--- src/rtl/inst_decode_if.sv ---
// ID-stage bus: IF/ID and WB inputs, hazard/flush controls, ID/EX outputs
// and the combinational source indices returned to the hazard unit.
interface inst_decode_if;
  logic [31:0] instruction;
  logic [31:0] pc4;
  logic [3:0]  status;
  logic        wbEn;
  logic [3:0]  wbDest;
  logic [31:0] wbValue;
  logic        hazard;
  logic        flush;
  logic        wbEnOut;
  logic        memReadOut;
  logic        memWriteOut;
  logic [3:0]  exeCmdOut;
  logic        sOut;
  logic        bOut;
  logic [31:0] pc4Out;
  logic [31:0] val1Out;
  logic [31:0] valRmOut;
  logic        immOut;
  logic [11:0] shiftOperandOut;
  logic [23:0] imm24Out;
  logic [3:0]  destOut;
  logic [3:0]  hzSrc1;
  logic [3:0]  hzSrc2;
  logic        twoSrc;

  modport master (
    output instruction, pc4, status, wbEn, wbDest, wbValue, hazard, flush,
    input  wbEnOut, memReadOut, memWriteOut, exeCmdOut, sOut, bOut, pc4Out,
           val1Out, valRmOut, immOut, shiftOperandOut, imm24Out, destOut,
           hzSrc1, hzSrc2, twoSrc
  );
  modport slave (
    input  instruction, pc4, status, wbEn, wbDest, wbValue, hazard, flush,
    output wbEnOut, memReadOut, memWriteOut, exeCmdOut, sOut, bOut, pc4Out,
           val1Out, valRmOut, immOut, shiftOperandOut, imm24Out, destOut,
           hzSrc1, hzSrc2, twoSrc
  );
endinterface

--- src/rtl/inst_decode.sv ---
// ARM-subset instruction decode stage: control decode, condition check,
// 15-entry register file with WB bypass, and the ID/EX pipeline register.
module inst_decode (
  input logic       clk,
  input logic       rst,
  inst_decode_if.slave bus
);
  typedef struct packed {
    logic        wb;
    logic        mr;
    logic        mw;
    logic [3:0]  exe;
    logic        s;
    logic        b;
    logic [31:0] pc4;
    logic [31:0] v1;
    logic [31:0] vrm;
    logic        imm;
    logic [11:0] sh;
    logic [23:0] i24;
    logic [3:0]  dst;
  } idex_t;

  logic [31:0] r_rf [0:14];
  idex_t       r_idex;

  logic [3:0]  w_cond, w_op, w_rn, w_rd, w_rm, w_src2, w_exe;
  logic [1:0]  w_mode;
  logic        w_i, w_s, w_n, w_z, w_c, w_v, w_pass, w_str;
  logic        w_wb, w_mr, w_mw, w_sf, w_b;
  logic [31:0] w_v1, w_vrm;
  idex_t       w_dec;

  assign w_cond = bus.instruction[31:28];
  assign w_mode = bus.instruction[27:26];
  assign w_i    = bus.instruction[25];
  assign w_op   = bus.instruction[24:21];
  assign w_s    = bus.instruction[20];
  assign w_rn   = bus.instruction[19:16];
  assign w_rd   = bus.instruction[15:12];
  assign w_rm   = bus.instruction[3:0];
  assign {w_n, w_z, w_c, w_v} = bus.status;

  // STR reads Rd as its store data, so it becomes the second hazard source
  assign w_str      = (w_mode == 2'b01) && !w_s;
  assign w_src2     = w_str ? w_rd : w_rm;
  assign bus.hzSrc1 = w_rn;
  assign bus.hzSrc2 = w_src2;
  assign bus.twoSrc = ((w_mode == 2'b00) && !w_i) || w_str;

  // condition-code evaluation against {N,Z,C,V}
  always_comb begin
    w_pass = 1'b0;
    case (w_cond)
      4'h0: w_pass = w_z;
      4'h1: w_pass = !w_z;
      4'h2: w_pass = w_c;
      4'h3: w_pass = !w_c;
      4'h4: w_pass = w_n;
      4'h5: w_pass = !w_n;
      4'h6: w_pass = w_v;
      4'h7: w_pass = !w_v;
      4'h8: w_pass = w_c && !w_z;
      4'h9: w_pass = !w_c || w_z;
      4'hA: w_pass = (w_n == w_v);
      4'hB: w_pass = (w_n != w_v);
      4'hC: w_pass = !w_z && (w_n == w_v);
      4'hD: w_pass = w_z || (w_n != w_v);
      4'hE: w_pass = 1'b1;
      default: w_pass = 1'b0;
    endcase
  end

  // control decode; exeCmd survives a failed condition, side effects do not
  always_comb begin
    w_exe = 4'd0; w_wb = 1'b0; w_mr = 1'b0; w_mw = 1'b0; w_sf = 1'b0; w_b = 1'b0;
    case (w_mode)
      2'b00: begin
        w_wb = 1'b1;
        w_sf = w_s;
        case (w_op)
          4'b1101: w_exe = 4'b0001;
          4'b1111: w_exe = 4'b1001;
          4'b0100: w_exe = 4'b0010;
          4'b0101: w_exe = 4'b0011;
          4'b0010: w_exe = 4'b0100;
          4'b0110: w_exe = 4'b0101;
          4'b0000: w_exe = 4'b0110;
          4'b1100: w_exe = 4'b0111;
          4'b0001: w_exe = 4'b1000;
          4'b1010: begin w_exe = 4'b0100; w_wb = 1'b0; end
          4'b1000: begin w_exe = 4'b0110; w_wb = 1'b0; end
          default: begin w_wb = 1'b0; w_sf = 1'b0; end
        endcase
      end
      2'b01: begin
        w_exe = 4'b0010;
        w_mr  = w_s;
        w_wb  = w_s;
        w_mw  = !w_s;
      end
      2'b10: w_b = 1'b1;
      default: ;
    endcase
  end

  // register reads: PC alias at 15, then same-cycle writeback bypass
  always_comb begin
    if (w_rn == 4'd15)                           w_v1 = bus.pc4;
    else if (bus.wbEn && bus.wbDest == w_rn)     w_v1 = bus.wbValue;
    else                                         w_v1 = r_rf[w_rn];
    if (w_src2 == 4'd15)                         w_vrm = bus.pc4;
    else if (bus.wbEn && bus.wbDest == w_src2)   w_vrm = bus.wbValue;
    else                                         w_vrm = r_rf[w_src2];
  end

  // assemble the next ID/EX contents
  always_comb begin
    w_dec     = '0;
    w_dec.wb  = w_wb && w_pass;
    w_dec.mr  = w_mr && w_pass;
    w_dec.mw  = w_mw && w_pass;
    w_dec.exe = w_exe;
    w_dec.s   = w_sf && w_pass;
    w_dec.b   = w_b && w_pass;
    w_dec.pc4 = bus.pc4;
    w_dec.v1  = w_v1;
    w_dec.vrm = w_vrm;
    w_dec.imm = w_i;
    w_dec.sh  = bus.instruction[11:0];
    w_dec.i24 = bus.instruction[23:0];
    w_dec.dst = w_rd;
    if (bus.hazard) begin
      w_dec.wb = 1'b0; w_dec.mr = 1'b0; w_dec.mw = 1'b0;
      w_dec.exe = 4'd0; w_dec.s = 1'b0; w_dec.b = 1'b0;
    end
    if (bus.flush) w_dec = '0;
  end

  // register file: reset to Ri = i; R15 is the PC and is never written
  always_ff @(posedge clk or negedge rst) begin
    if (!rst) begin
      for (int i = 0; i < 15; i++) r_rf[i] <= 32'(i);
    end else if (bus.wbEn && bus.wbDest != 4'd15) begin
      r_rf[bus.wbDest] <= bus.wbValue;
    end
  end

  // ID/EX pipeline register
  always_ff @(posedge clk or negedge rst) begin
    if (!rst) r_idex <= '0;
    else      r_idex <= w_dec;
  end

  assign bus.wbEnOut         = r_idex.wb;
  assign bus.memReadOut      = r_idex.mr;
  assign bus.memWriteOut     = r_idex.mw;
  assign bus.exeCmdOut       = r_idex.exe;
  assign bus.sOut            = r_idex.s;
  assign bus.bOut            = r_idex.b;
  assign bus.pc4Out          = r_idex.pc4;
  assign bus.val1Out         = r_idex.v1;
  assign bus.valRmOut        = r_idex.vrm;
  assign bus.immOut          = r_idex.imm;
  assign bus.shiftOperandOut = r_idex.sh;
  assign bus.imm24Out        = r_idex.i24;
  assign bus.destOut         = r_idex.dst;
endmodule

--- src/flat_wrapper.sv ---
// flat-port wrapper written by rule: the top's interface ports become plain ports
module inst_decode_flat 
  (clk, rst, bus_instruction, bus_pc4, bus_status, bus_wbEn, bus_wbDest, bus_wbValue, bus_hazard, bus_flush, bus_wbEnOut, bus_memReadOut, bus_memWriteOut, bus_exeCmdOut, bus_sOut, bus_bOut, bus_pc4Out, bus_val1Out, bus_valRmOut, bus_immOut, bus_shiftOperandOut, bus_imm24Out, bus_destOut, bus_hzSrc1, bus_hzSrc2, bus_twoSrc);
  inst_decode_if bus_i ();
  input logic clk;
  input logic rst;
  input wire logic [$bits(bus_i.instruction)-1:0] bus_instruction;
  input wire logic [$bits(bus_i.pc4)-1:0] bus_pc4;
  input wire logic [$bits(bus_i.status)-1:0] bus_status;
  input wire logic [$bits(bus_i.wbEn)-1:0] bus_wbEn;
  input wire logic [$bits(bus_i.wbDest)-1:0] bus_wbDest;
  input wire logic [$bits(bus_i.wbValue)-1:0] bus_wbValue;
  input wire logic [$bits(bus_i.hazard)-1:0] bus_hazard;
  input wire logic [$bits(bus_i.flush)-1:0] bus_flush;
  output wire logic [$bits(bus_i.wbEnOut)-1:0] bus_wbEnOut;
  output wire logic [$bits(bus_i.memReadOut)-1:0] bus_memReadOut;
  output wire logic [$bits(bus_i.memWriteOut)-1:0] bus_memWriteOut;
  output wire logic [$bits(bus_i.exeCmdOut)-1:0] bus_exeCmdOut;
  output wire logic [$bits(bus_i.sOut)-1:0] bus_sOut;
  output wire logic [$bits(bus_i.bOut)-1:0] bus_bOut;
  output wire logic [$bits(bus_i.pc4Out)-1:0] bus_pc4Out;
  output wire logic [$bits(bus_i.val1Out)-1:0] bus_val1Out;
  output wire logic [$bits(bus_i.valRmOut)-1:0] bus_valRmOut;
  output wire logic [$bits(bus_i.immOut)-1:0] bus_immOut;
  output wire logic [$bits(bus_i.shiftOperandOut)-1:0] bus_shiftOperandOut;
  output wire logic [$bits(bus_i.imm24Out)-1:0] bus_imm24Out;
  output wire logic [$bits(bus_i.destOut)-1:0] bus_destOut;
  output wire logic [$bits(bus_i.hzSrc1)-1:0] bus_hzSrc1;
  output wire logic [$bits(bus_i.hzSrc2)-1:0] bus_hzSrc2;
  output wire logic [$bits(bus_i.twoSrc)-1:0] bus_twoSrc;
  assign bus_i.instruction = bus_instruction;
  assign bus_i.pc4 = bus_pc4;
  assign bus_i.status = bus_status;
  assign bus_i.wbEn = bus_wbEn;
  assign bus_i.wbDest = bus_wbDest;
  assign bus_i.wbValue = bus_wbValue;
  assign bus_i.hazard = bus_hazard;
  assign bus_i.flush = bus_flush;
  assign bus_wbEnOut = bus_i.wbEnOut;
  assign bus_memReadOut = bus_i.memReadOut;
  assign bus_memWriteOut = bus_i.memWriteOut;
  assign bus_exeCmdOut = bus_i.exeCmdOut;
  assign bus_sOut = bus_i.sOut;
  assign bus_bOut = bus_i.bOut;
  assign bus_pc4Out = bus_i.pc4Out;
  assign bus_val1Out = bus_i.val1Out;
  assign bus_valRmOut = bus_i.valRmOut;
  assign bus_immOut = bus_i.immOut;
  assign bus_shiftOperandOut = bus_i.shiftOperandOut;
  assign bus_imm24Out = bus_i.imm24Out;
  assign bus_destOut = bus_i.destOut;
  assign bus_hzSrc1 = bus_i.hzSrc1;
  assign bus_hzSrc2 = bus_i.hzSrc2;
  assign bus_twoSrc = bus_i.twoSrc;
  inst_decode u_core (.clk(clk), .rst(rst), .bus(bus_i));
endmodule
--- config.mk ---
export PLATFORM = sky130hd
export DESIGN_NAME = inst_decode_flat
export DESIGN_NICKNAME = d
export VERILOG_FILES = /design/src/rtl/inst_decode_if.sv /design/src/rtl/inst_decode.sv /design/src/flat_wrapper.sv
export SDC_FILE = /design/constraint.sdc
export NUM_CORES = 1
export LEC_CHECK = 0
export BUFFER_PORTS_ARGS = -buffer_cell sky130_fd_sc_hd__buf_2
export CORE_MARGIN = 2
export CORE_UTILIZATION = 50
export CTS_BUF_LIST = sky130_fd_sc_hd__clkbuf_4 sky130_fd_sc_hd__clkbuf_8
export CTS_CLUSTER_SIZE = 10
export DETAILED_ROUTE_END_ITERATION = 10
export GPL_ROUTABILITY_DRIVEN = 1
export PLACE_DENSITY = 0.68
export SYNTH_ARGS = -nofsm -noshare
export SYNTH_HDL_FRONTEND = slang
export SYNTH_SLANG_ARGS = --single-unit
--- constraint.sdc ---
create_clock -name clk -period 2.5 [get_ports clk]
set_clock_uncertainty 0.1 [all_clocks]
set_input_delay 0.25 -clock clk [delete_from_list [all_inputs] [get_ports clk]]
set_output_delay 0.25 -clock clk [all_outputs]
set_load 0.03 [all_outputs]
==> flow_summary.json <==
{
  "clk_path_buf_depth": 3,
  "hold_depth": 5,
  "stdcell_count": 4228,
  "maxSlewViolCount": 0,
  "cts_max_level": 3,
  "cts.clk_slew.worst_paths_ps": 70,
  "ys_warn_count": 0,
  "hold_ws_ps": 98.0,
  "routed_wl_um": 107000,
  "ant_nets": 0,
  "seqPwrFrac": 0.438,
  "crit_path_max_incr_delay_ps": 550,
  "internal_power_w": 0.0216,
  "coreArea_um2": 65700,
  "fp.dieW_um": 262,
  "drc": 0,
  "switching_share": 0.306,
  "hp-class": "primary input to flip-flop",
  "fmax_mhz": 409,
  "synthCells": 2913,
  "r2r_setup_slack_ps": 50,
  "syn-num-nets": 3022,
  "power.share.clock": 0.323,
  "synth_area_leaders": "dfrtp_1 (44%), mux2_2 (16%), mux2i_1 (8.9%)",
  "yosys.area.top_type": "dfrtp_1",
  "relSlewSlack": 0.480,
  "setup_violations": 0,
  "layout_commonest_cell": "dfrtp_1",
  "post-route-period-util": 0.978,
  "synthFlopType": "dfrtp_1",
  "mostFrequentLayoutCells": "dfrtp_1 (582), mux2_2 (480), mux2i_1 (290), nand2_1 (265), buf_2 (256)",
  "cts_made_buffers": 102,
  "placed_cells": 3923,
  "place_hpwl_um": 66200,
  "crit_chain": "mux4_2 -> mux2i_1 -> nor2_1 -> a31oi_2 -> o21ai_0 -> a22o_1 -> dlygate4sd3_1",
  "cts_tree": "done",
  "die_y_um": 262,
  "rr_endpoint": "u_core.bus.val1Out[12]",
  "grt_pass1_vias": 27300,
  "period_minus_slack_ps": 2450,
  "synthArstFlopShare": 1.00,
  "power_frac_comb": 0.239,
  "vias_per_cell": 6.30,
  "cap_violations": 0,
  "cpMaxStageDelayCell": "dlygate4sd3_1",
  "path_class": "flip-flop to flip-flop",
  "hold-path-endpoint": "u_core.bus.sOut",
  "grt_pass1_wl_um": 162000,
  "rows": 94,
  "tns_ps": 0,
  "grt_max_degree": 65,
  "power.leakage_nw": 18.1,
  "finalHoldViolCount": 0,
  "grt_setup_unrepaired": "yes",
  "hold_start": "bus_instruction[31]",
  "synth_cell_types": 55,
  "synth_edf_count": 0,
  "synth.top_cell.area_share": 0.439,
  "clk_latency_ps": 730,
  "vias": 26600,
  "rr_worst_depth": 7,
  "io_buffers": 263,
  "overflow": 0,
  "p_sw_w": 0.00952,
  "avgSynthCellArea_um2": 11.4,
  "layout.nets": 3389,
  "dieArea_um2": 68400,
  "ys_ff_latch": 610,
  "area_growth_pct": 21.5,
  "netlist_area_um2": 33200,
  "seq_area_frac_synth": 0.461,
  "r2r_start": "u_core.r_rf[428]",
  "pin_count": 264,
  "peakVddDrop_uv": 423,
  "root_buffer": "clkbuf_8",
  "grt_util_all_layers": 0.310,
  "drive_above_1_share": 0.388,
  "grt_antenna_before_repair": 1,
  "post_drt_wl_per_cell_um": 25.3,
  "initial_core_util": 0.505,
  "firstDrtPassIters": 7,
  "worstPathArrival_ps": 2940,
  "status": "completed",
  "drt-initial-drc-count": 2714,
  "path_buf_inv": 1,
  "place.gp.congestion": 0.869,
  "worst_setup_path_start_kind": "flip-flop",
  "critPathTopFamily": "multiplexers",
  "tightest_slew_ps": 780,
  "crit_path_end_kind": "flip-flop",
  "clock_sinks": 610,
  "path_max_fanout": 4,
  "powerDensity_nw_per_um2": 773,
  "power_w": 0.0312,
  "required_ps": 3000
}
-- cells by family (layout without fill, tap and decap cells) --
kind of cell | after synthesis | in the layout | share of synthesized area
mux | 874 | 874 | 0.319
simple gates | 709 | 709 | 0.0981
flops | 610 | 610 | 0.461
compound gates | 410 | 410 | 0.0802
buf+inv | 299 | 748 | 0.0388
xor+xnor | 11 | 11 | 0.00290
other cells | 0 | 2 | 0
-- stage by stage --
stage | util | worst slack (ps) | cell area [µm²]
floorplan | - | 154 | 33200
global placement | 0.558 | -80.0 | 36700
detailed placement | 0.558 | -101 | 36700
CTS | 0.611 | 20.7 | 40100
global route | 0.613 | -14.0 | 40300
finish | 0.613 | 53.9 | 40300
-- cells in the mapped netlist (45+ instances only) --
cell type / number
nand3_1: 67
clkbuf_1: 179
a21oi_1: 72
mux4_2: 96
nor2_1: 171
o211ai_1: 62
dfrtp_1: 582
nor2b_1: 94
o21ai_0: 68
a31oi_1: 95
mux2_2: 481
buf_2: 45
mux2i_1: 294
nand2_1: 265
-- registers in the layout, summed over array words and instances, names as in the netlist --
signal                      flops
u_core.bus.memWriteOut          1
u_core.bus.pc4Out              32
u_core.bus.immOut               1
u_core.bus.shiftOperandOut     11
u_core.bus.valRmOut            32
u_core.bus.bOut                 1
u_core.bus.val1Out             32
u_core.bus.memReadOut           1
u_core.bus.exeCmdOut            4
u_core.bus.wbEnOut              1
u_core.r_rf                   480
u_core.bus.imm24Out            13
u_core.bus.sOut                 1
-- tightest hold or removal path, cell delays in order --
cell and delay [ps]:
buf_2 150, nor3_1 70, a311oi_1 200, buf_4 170, nor3b_1 50
-- worst max-delay path by stage --
stage / start / end / slack [ps] / cells past startpoint
finish: u_core.r_rf[428] / u_core.bus.val1Out[12] / 50 / 7
global route: u_core.r_rf[370] / u_core.bus.val1Out[18] / -10 / 7
floorplan: bus_instruction[26] / u_core.bus.valRmOut[23] / 150 / 11
CTS: u_core.r_rf[242] / u_core.bus.val1Out[18] / 20 / 7
global placement: bus_instruction[20] / u_core.bus.valRmOut[24] / -80 / 11
detailed placement: bus_instruction[20] / u_core.bus.valRmOut[8] / -100 / 9
-- area by class of cell --
class,instances,area (µm²)
Multi-Input combinational cell,2004,16800
Timing Repair Buffer,554,4780
Tap cell,864,1080
Fill cell,5163,25400
Antenna cell,2,5.00
Inverter,8,37.5
Clock buffer,162,2030
Sequential cell,610,15300
Clock inverter,24,288
-- timing repair --
action | in CTS | in global routing
resized for setup | 0 | 17
hold buffers | 110 | 0
endpoints found under the hold margin | 931 | 0
setup buffers | 0 | 5
setup endpoints to repair | 0 | 8
-- routing by layer --
metal / wire (µm) / share of wire / up-vias / GRT usage
li1: - / - / 11300 / -
met1: 44100 / 0.41 / 13700 / 0.422
met2: 50200 / 0.47 / 1399 / 0.496
met3: 9570 / 0.089 / 243 / 0.0591
met4: 3340 / 0.031 / 0 / 0.117
met5: 0 / 0 / - / 0
-- power by group through the flow --
stage | Sequential, W | Clock, W | Combinational, W
4_1_cts | 0.0136 | 0.0102 | 0.00734
6_report | 0.0136 | 0.0100 | 0.00745
3_3_place_gp | 0.0136 | 0 | 0.00690
3_5_place_dp | 0.0137 | 0 | 0.00715
5_1_grt | 0.0138 | 0.0107 | 0.00804
2_1_floorplan | 0.0135 | 0 | 0.00482
Power figures use the tool's default switching activity.
